## config.mk

```make
export PLATFORM = sky130hd
export DESIGN_NAME = pong_match_ctrl
export DESIGN_NICKNAME = d
export VERILOG_FILES = /design/src/rtl/pong_pkg.sv /design/src/rtl/sync_rise_det.sv /design/src/rtl/pong_match_ctrl.sv
export SDC_FILE = /design/constraint.sdc
export NUM_CORES = 1
export LEC_CHECK = 0
export CORE_MARGIN = 2
export CORE_UTILIZATION = 46
export CTS_CLUSTER_DIAMETER = 150
export CTS_CLUSTER_SIZE = 12
export DETAILED_ROUTE_END_ITERATION = 7
export GPL_TIMING_DRIVEN = 0
export PLACE_DENSITY = 0.73
export SLEW_MARGIN = 5
export SYNTH_ARGS = -nofsm -noshare
export SYNTH_HDL_FRONTEND = slang
export SYNTH_SLANG_ARGS = --single-unit
```

## constraint.sdc

```tcl
create_clock -name i_clk -period 2.7 [get_ports i_clk]
set_input_delay 0.54 -clock i_clk [delete_from_list [all_inputs] [get_ports i_clk]]
set_output_delay 0.54 -clock i_clk [all_outputs]
set_load 0.01 [all_outputs]
```

## src/rtl/pong_pkg.sv

```systemverilog
// pong_pkg: shared match-state encoding, serve directions and score width.
package pong_pkg;
    typedef enum logic [2:0] {
        IDLE  = 3'd0,
        SERVE = 3'd1,
        RALLY = 3'd2,
        POINT = 3'd3,
        OVER  = 3'd4
    } match_state_t;
    localparam logic SERVE_TOP = 1'b0;
    localparam logic SERVE_BOT = 1'b1;
    localparam int   SCORE_W   = 4;
endpackage

```

## src/rtl/sync_rise_det.sv

```systemverilog
// sync_rise_det: optional 2-flop synchroniser followed by a rising-edge detector.
//   i_clk, i_reset (sync, active-low), i_d (raw or synchronous level), o_rise (1-cycle pulse).
//   All history resets to 1 so a level held high through reset never reads as a rise.
module sync_rise_det #(
    parameter bit BYPASS = 1'b0
) (
    input  logic i_clk,
    input  logic i_reset,
    input  logic i_d,
    output logic o_rise
);
    logic w_d;
    logic r_hist;
    generate
        if (BYPASS) begin : g_byp
            assign w_d = i_d;
        end else begin : g_sync
            logic [1:0] r_sync;
            always_ff @(posedge i_clk) begin
                if (!i_reset) r_sync <= 2'b11;
                else          r_sync <= {r_sync[0], i_d};
            end
            assign w_d = r_sync[1];
        end
    endgenerate
    always_ff @(posedge i_clk) begin
        if (!i_reset) r_hist <= 1'b1;
        else          r_hist <= w_d;
    end
    assign o_rise = w_d & ~r_hist;
endmodule

```

## src/rtl/pong_match_ctrl.sv

```systemverilog
// pong_match_ctrl: match sequencer deciding ball hold/launch, scoring, serve timing and win.
//   Inputs : i_clk, i_reset (sync, active-low), i_start, i_start_ball (raw buttons),
//            i_frame_tick, i_score_top, i_score_bot (synchronous).
//   Outputs: o_ball_enable, o_ball_hold, o_serve_dir, o_p1_score, o_p2_score,
//            o_game_over, o_winner, o_state -- all registered.
module pong_match_ctrl
    import pong_pkg::*;
#(
    parameter int WIN_SCORE            = 9,
    parameter int POINT_DELAY_FRAMES   = 60,
    parameter int SERVE_TIMEOUT_FRAMES = 300
) (
    input  logic               i_clk,
    input  logic               i_reset,
    input  logic               i_start,
    input  logic               i_start_ball,
    input  logic               i_frame_tick,
    input  logic               i_score_top,
    input  logic               i_score_bot,
    output logic               o_ball_enable,
    output logic               o_ball_hold,
    output logic               o_serve_dir,
    output logic [SCORE_W-1:0] o_p1_score,
    output logic [SCORE_W-1:0] o_p2_score,
    output logic               o_game_over,
    output logic               o_winner,
    output logic [2:0]         o_state
);
    localparam int CNT_MAX = POINT_DELAY_FRAMES > SERVE_TIMEOUT_FRAMES ? POINT_DELAY_FRAMES : SERVE_TIMEOUT_FRAMES;
    localparam int CNT_W   = $clog2(CNT_MAX + 2);
    localparam logic [CNT_W-1:0]   PD_C       = CNT_W'(POINT_DELAY_FRAMES);
    localparam logic [CNT_W-1:0]   TO_C       = CNT_W'(SERVE_TIMEOUT_FRAMES);
    localparam logic [SCORE_W-1:0] WIN_C      = SCORE_W'(WIN_SCORE);
    localparam bit                 AUTO_SERVE = SERVE_TIMEOUT_FRAMES != 0;

    logic w_start, w_serve, w_top, w_bot;
    sync_rise_det #(.BYPASS(1'b0)) u_start (.i_clk(i_clk), .i_reset(i_reset), .i_d(i_start),      .o_rise(w_start));
    sync_rise_det #(.BYPASS(1'b0)) u_serve (.i_clk(i_clk), .i_reset(i_reset), .i_d(i_start_ball), .o_rise(w_serve));
    sync_rise_det #(.BYPASS(1'b1)) u_top   (.i_clk(i_clk), .i_reset(i_reset), .i_d(i_score_top),  .o_rise(w_top));
    sync_rise_det #(.BYPASS(1'b1)) u_bot   (.i_clk(i_clk), .i_reset(i_reset), .i_d(i_score_bot),  .o_rise(w_bot));

    match_state_t       r_state, w_next;
    logic [CNT_W-1:0]   r_cnt;
    logic [SCORE_W-1:0] r_p1, r_p2, w_p1, w_p2;
    logic               r_dir, w_dir, r_win, w_win;
    logic               r_en, r_hold, r_over, w_en, w_hold, w_over;
    logic               w_entry;

    always_ff @(posedge i_clk) begin
        if (!i_reset) begin
            r_state <= IDLE;
            r_cnt   <= '0;
            r_p1    <= '0;
            r_p2    <= '0;
            r_dir   <= 1'b0;
            r_win   <= 1'b0;
            r_en    <= 1'b0;
            r_hold  <= 1'b0;
            r_over  <= 1'b0;
        end else begin
            r_state <= w_next;
            // entry clear beats a coincident frame tick; the counter sticks at all-ones
            r_cnt   <= w_entry ? '0 : (i_frame_tick && r_cnt != '1) ? r_cnt + 1'b1 : r_cnt;
            r_p1    <= w_p1;
            r_p2    <= w_p2;
            r_dir   <= w_dir;
            r_win   <= w_win;
            r_en    <= w_en;
            r_hold  <= w_hold;
            r_over  <= w_over;
        end
    end

    always_comb begin
        w_next = r_state;
        w_p1   = r_p1;
        w_p2   = r_p2;
        w_dir  = r_dir;
        w_win  = r_win;
        if (w_start) begin
            w_next = SERVE;
            w_p1   = '0;
            w_p2   = '0;
            w_win  = 1'b0;
            if (r_state != OVER) w_dir = SERVE_BOT;
        end else begin
            case (r_state)
                SERVE: if (w_serve || (AUTO_SERVE && r_cnt == TO_C)) w_next = RALLY;
                RALLY: if (w_top || w_bot) begin
                    w_next = POINT;
                    // simultaneous rises are a let: no score, direction kept
                    if (w_top && !w_bot) begin
                        w_p1  = r_p1 == WIN_C ? r_p1 : r_p1 + 1'b1;
                        w_dir = SERVE_BOT;
                    end else if (w_bot && !w_top) begin
                        w_p2  = r_p2 == WIN_C ? r_p2 : r_p2 + 1'b1;
                        w_dir = SERVE_TOP;
                    end
                end
                POINT: if (r_cnt == PD_C) begin
                    if (r_p1 == WIN_C || r_p2 == WIN_C) begin
                        w_next = OVER;
                        w_win  = r_p1 != WIN_C;
                    end else begin
                        w_next = SERVE;
                    end
                end
                default: ;
            endcase
        end
    end

    always_comb begin
        w_entry = w_start || (w_next != r_state);
        w_en    = w_next == RALLY;
        w_hold  = w_next != RALLY;
        w_over  = w_next == OVER;
    end

    assign o_ball_enable = r_en;
    assign o_ball_hold   = r_hold;
    assign o_serve_dir   = r_dir;
    assign o_p1_score    = r_p1;
    assign o_p2_score    = r_p2;
    assign o_game_over   = r_over;
    assign o_winner      = r_win;
    assign o_state       = r_state;
endmodule

```

# Word-level counts from Yosys, hierarchy flattened

Index checks and enable logic that the tools add are counted.

Register bits after elaboration: 33
Bits of input ports: 7
Output and inout port bits: 16
Word-level logic and storage cells: 75

Add/subtract/negate cells: 3
Eq/ne operators: 15
Mux-type cells: 12
Bitwise operators: 12
Reductions and logical operators: 18

Operator list:

| cell                  | number |
|---|---|
| $mux W3               | 5 |
| $add A9 B1 Y9 const B | 1 |
| $eq A3 B2 Y1 const B  | 3 |
| $eq A9 B6 Y1 const B  | 1 |
| $eq A9 B9 Y1 const B  | 1 |
| $ne A9 B9 Y1 const B  | 1 |
| $pmux W3 S3           | 1 |
| $add A4 B1 Y4 const B | 2 |
| $eq A4 B4 Y1 const B  | 2 |
| $not A1 Y1            | 8 |
| $reduce_and A4 Y1     | 2 |
| $mux W1               | 6 |
| $reduce_and A5 Y1     | 1 |
| $and A1 B1 Y1         | 4 |
| $logic_or A1 B1 Y1    | 4 |
| $ne A4 B4 Y1 const B  | 1 |
| $reduce_bool A2 Y1    | 2 |
| $reduce_or A2 Y1      | 2 |
| $eq A3 B1 Y1 const B  | 1 |
| $eq A3 B3 Y1 const B  | 1 |
| $logic_and A1 B1 Y1   | 3 |
| $ne A3 B2 Y1 const B  | 1 |
| $ne A3 B3 Y1          | 1 |
| $ne A3 B3 Y1 const B  | 1 |
| other kinds (4)       | 5 |

# Logic depth before layout (Yosys ltp)

Depth in word-level cells: 9
Mapped depth: 8
Depth with buffers taken out: 7

# Modules after synthesis

From an unflattened synthesis, not the netlist that was laid out.

Cell total of the unflattened synthesis: 162
Area total of the unflattened synthesis: 1,589.0 um^2

By module, submodules not included:

| module                       | times used | cells each | area each (um^2) | sequential area each (um^2) |
|---|---|---|---|---|
| pong_match_ctrl              | 1          | 142        | 1,323.8          | 500.5 |
| sync_rise_det at u_serve ... | 2          | 7          | 92.6             | 60.1 |
| sync_rise_det at u_bot ...   | 2          | 3          | 40.0             | 20.0 |

# Worst setup path before layout

Ideal clock, no wire load.

Path type: register to register
Start: register r_cnt[0]
End: register r_cnt[0]
Setup time: 0.133 ns
Data arrival time: 1.790 ns
Data required time: 2.567 ns
Path slack: 0.777 ns
Stages on the path, launching flop included: 7
Buffers on the path: 0
Period minus slack after synthesis: 1.923 ns
Cell sequence: dfxtp_1 inv_1 ha_1 or4b_4 or3_4 a221oi_4 nor3_1

Longest elaborated chain between the ends: 8
Elaborated cells between the ends (all ways): 13
Those cells by class: add/sub: 1; eq/ne: 4; mux: 4; reduce/logical: 4

RTL lines:

| item                       | RTL line               | RTL |
|---|---|---|
| start: declaration         | pong_match_ctrl.sv:43  | `logic [CNT_W-1:0] r_cnt;` |
| start signal: assignment   | pong_match_ctrl.sv:63  | `r_cnt <= w_entry ? '0 : (i_frame_tick && r_cnt != '1) ? r_cnt + 1'b1 : r_cnt;` |
| $eq A9 B9 Y1               | pong_match_ctrl.sv:88  | `SERVE: if (w_serve \|\| (AUTO_SERVE && r_cnt == TO_C)) w_next = RALLY;` |
| $logic_or A1 B1 Y1         | pong_match_ctrl.sv:88  |  |
| $mux W3                    | pong_match_ctrl.sv:88  |  |
| $pmux W3 S3                | pong_match_ctrl.sv:87  | `case (r_state)` |
| $mux W3                    | pong_match_ctrl.sv:80  | `if (w_start) begin` |
| $ne A3 B3 Y1               | pong_match_ctrl.sv:114 | `w_entry = w_start \|\| (w_next != r_state);` |
| $logic_or A1 B1 Y1         | pong_match_ctrl.sv:114 |  |
| $reduce_or A2 Y1 (no line) | -                      |  |

Several ways; a longest one is shown, not always the timed one.
A chain may end at the register's enable or synchronous reset.

# Final worst setup path

Start: input port i_score_top
End: register r_p1[1] (netlist: o_p1_score[1])

Longest elaborated chain between the ends: 3
Elaborated cells between the ends (all ways): 4
Those cells by class: bitwise: 1; reduce/logical: 3

RTL lines:

| item                                                      | RTL line                                     | RTL |
|---|---|---|
| start: declaration                                        | pong_match_ctrl.sv:18                        | `input logic i_score_top,` |
| $and A1 B1 Y1 *                                           | sync_rise_det.sv:30                          | `assign o_rise = w_d & ~r_hist;` |
| $logic_or A1 B1 Y1 or $logic_and A1 B1 Y1 (tied branches) | pong_match_ctrl.sv:89, pong_match_ctrl.sv:92 |  |
| $reduce_and A4 Y1 (no line) *                             | -                                            |  |
| end signal: assignment                                    | pong_match_ctrl.sv:64                        | `r_p1 <= w_p1;` |
| end: declaration                                          | pong_match_ctrl.sv:44                        | `logic [SCORE_W-1:0] r_p1, r_p2, w_p1, w_p2;` |

Every way passes the cells marked *; elsewhere a longest branch is shown, timed or not.

==> reports/qor.txt <==
Status: finished clean
Ant. Diodes: 0
Post-Syn Nets: 187
Clock Pin Slew Worst Setup and Hold Paths: 0.09 ns
Total gr overflow: 0
Vias/cell: 5.253
Die Y: 63.10 um
Post-layout min period: 2.225 ns
Register area: 660.6 um^2
Crit-path slowest cell: nor4b_2
Final TNS setup: 0 ns
WHS: 0.4165 ns
Final Net Count: 216
DRT antenna net count: 0
Internal: 666.4 uW
GPL Wtd Cong: 0.8418
Yosys warns: 0
Clock Tree Buf Depth: 2
Post-Syn Area per Cell: 9.450 um^2
Final period util: 0.8240
RSZ-0062 raised after global routing: false
Area growth from synthesis to layout: 20.72%
Vias in the first global route: 1206
CP bufs+invs: 1
IO buf count: 22
Yosys cell types: 39
Hold_buf cts: 0
Final Max Tran Viols: 0
Via count: 1287
Number of synthesized register bits: 33
Post-synth EDFFs: 0
Pleak: 0.7733 nW
# DRC: 0
WL final: 3.064 mm
Asr flop ratio synth: 0
Die Width: 63.10 um
Final Util: 0.5812
Comb pwr share: 0.104
Clk_skew: 0.009253 ns
Max-Slew Margin vs Limit: 0.6152
CTS tree: done
Fill count: 317
Mapped cell area: 1607 um^2
CORE AREA: 3337 um^2
Initial antenna violation count: 0
Net Sw Power: 204.5 uW
Crit path required time: 2.96 ns
Clock root cell: clkbuf_4
CP arrival: 2.48 ns
Detailed placement HPWL: 2.395 mm
Crit Path Category: in2reg
Clock power share: 0.315
# placed instances: 238
Largest net degree at the start of global routing: 11
Critical Path, Cell by Cell: clkdlybuf4s50_1, nand2b_1, ha_1, nor4b_2, and3_1, nor2_1, a211oi_1
Post-CTS setup buffers: 0
Num ports: 23
Achievable Freq: 449.5 MHz
H-tree depth: 2
Initial Util: 0.4814
Cts repair resizes: 0
Max-capacitance violation count: 0
Initial drt markers: 55
Final Setup Violations: 0
Cell Pwr Density: 449.0 nW/um^2
Post-Layout Cell Count: 245
Clock latency on the worst-skew pair: 0.34 ns
Sequential share of power: 0.581
Layout cells sized above 1: 0.09548
Clock tree sinks: 33
Cell Rows: 21
Max stage delay on crit path: 0.55 ns
Synthesized instance count: 170
Final hold violations: 0
DRT Pass-1 Iters: 4
Die area: 3981 um^2
Crit start category: primary input
Worst VDD drop: 0.0003323 V
Sequential fraction of the synthesis area: 0.4112
Wirelength per Cell: 12.51 um
First-pass GRT wire length: 5.382 mm
Top FF cell, synth: dfxtp_1
Crit. End Element: flip-flop
Multi-input logic area: 878.3 um^2
HP Class: reg2reg
CP top delay family: simple AND/OR/NAND/NOR gates
Switching Share: 0.2348
Num CTS Buffers: 5
All-Layer GR Usage: 0.1741
Worst-Margin Slew: 0.5756 ns
Crit-path max FO: 6
## flip-flops by register name, indices dropped and copies added, names as in the netlist, 2 cells and up
name and cells:
o_p2_score 4, o_p1_score 4, r_cnt 9, u_serve.g_sync.r_sync 2, o_state 3, u_start.g_sync.r_sync 2
## metal layers
layer | vias to the layer above | routed length, um | GRT usage
met4 | 0 | 61 | 0.07500
met3 | 6 | 110 | 0.05536
met5 | - | 0 | 0
li1 | 656 | - | -
met1 | 606 | 1331 | 0.1948
met2 | 19 | 1561 | 0.3019
## cell usage in the layout, fill, tap and decap left out, types with 3 or more instances in the layout
| cell type | Yosys | final |
|---|---|---|
| a21oi_1 | 6 | 6 |
| and3_1 | 4 | 4 |
| buf_2 | 3 | 3 |
| clkbuf_1 | 3 | 4 |
| clkbuf_4 | 0 | 5 |
| clkdlybuf4s50_1 | 0 | 22 |
| dfxtp_1 | 33 | 33 |
| ha_1 | 10 | 10 |
| inv_1 | 11 | 11 |
| nand2_1 | 6 | 6 |
| nand2b_1 | 12 | 12 |
| nand3_1 | 5 | 5 |
| nand3b_1 | 3 | 3 |
| nand4_1 | 8 | 8 |
| nor2_1 | 12 | 12 |
| nor2b_1 | 3 | 3 |
| nor3_1 | 10 | 10 |
| xor2_1 | 11 | 11 |
## power groups by stage
stage,sequential [mW],combinational [mW],clock (mW)
after CTS,0.506,0.0917,0.284
after floorplan,0.518,0.0571,0
after detailed placement,0.518,0.0911,0
final,0.506,0.0907,0.274
after global routing,0.508,0.102,0.305
after global placement,0.517,0.0882,0
## synthesized netlist by cell type (2+ instances only)
master	instances	area [um^2]
a211oi_1	2	15.01
a21oi_1	6	30.03
a31oi_1	2	12.51
and2_1	2	12.51
and3_1	4	25.02
buf_2	3	15.01
clkbuf_1	3	11.26
dfxtp_1	33	660.6
ha_1	10	125.1
inv_1	11	41.29
mux2_2	2	22.52
nand2_1	6	22.52
nand2b_1	12	75.07
nand3_1	5	25.02
nand3b_1	3	22.52
nand4_1	8	50.05
nor2_1	12	45.04
nor2b_1	3	18.77
nor3_1	10	50.05
nor3b_1	2	15.01
nor4b_2	2	30.03
xnor2_1	2	17.52
xor2_1	11	96.34
## layout make-up
| class | instances | share of cell area |
|---|---|---|
| plain buffers | 6 | 0.01355 |
| clock buffers | 7 | 0.02839 |
| inverters | 11 | 0.02129 |
| multi-input cells | 120 | 0.4529 |
| flip-flops and latches | 33 | 0.3406 |
| well taps | 46 | 0.02968 |
| repair buffers | 22 | 0.1135 |
## cells by family after synthesis
logic type               share of synthesized area
AO/OA/AOI/OAI                              0.09112
AND/OR/NAND/NOR                             0.2866
adder cells (fa/ha/maj)                    0.07788
multiplexers                               0.02025
XOR/XNOR                                   0.07087
buffers and inverters                      0.04205
flip-flops                                  0.4112
## per-stage QoR
stage                     area, um^2  setup slack, ns  power [mW]
after detailed placement        1884           0.1165      0.6089
after floorplan                 1607           0.7772      0.5754
after CTS                       1939           0.4581      0.8824
after global placement          1884           0.1881      0.6050
after global routing            1939           0.3241      0.9146
final                           1939           0.4751      0.8708
## path summary, 6_finish.rpt
check	start	end	slack [ns]	depth (start not counted)
worst max register to register	r_cnt[0]$_SDFFE_PP0P_	r_cnt[6]$_SDFFE_PP0P_	0.58	6
worst max-delay path	i_score_top	o_p1_score[1]$_SDFFE_PP0P_	0.48	7
worst min register to register	u_start.g_sync.r_sync[0]$_SDFF_PN1_	u_start.g_sync.r_sync[1]$_SDFF_PN1_	0.42	1
worst min-delay path	u_start.g_sync.r_sync[0]$_SDFF_PN1_	u_start.g_sync.r_sync[1]$_SDFF_PN1_	0.42	1
Power figures use the tool's default switching activity.
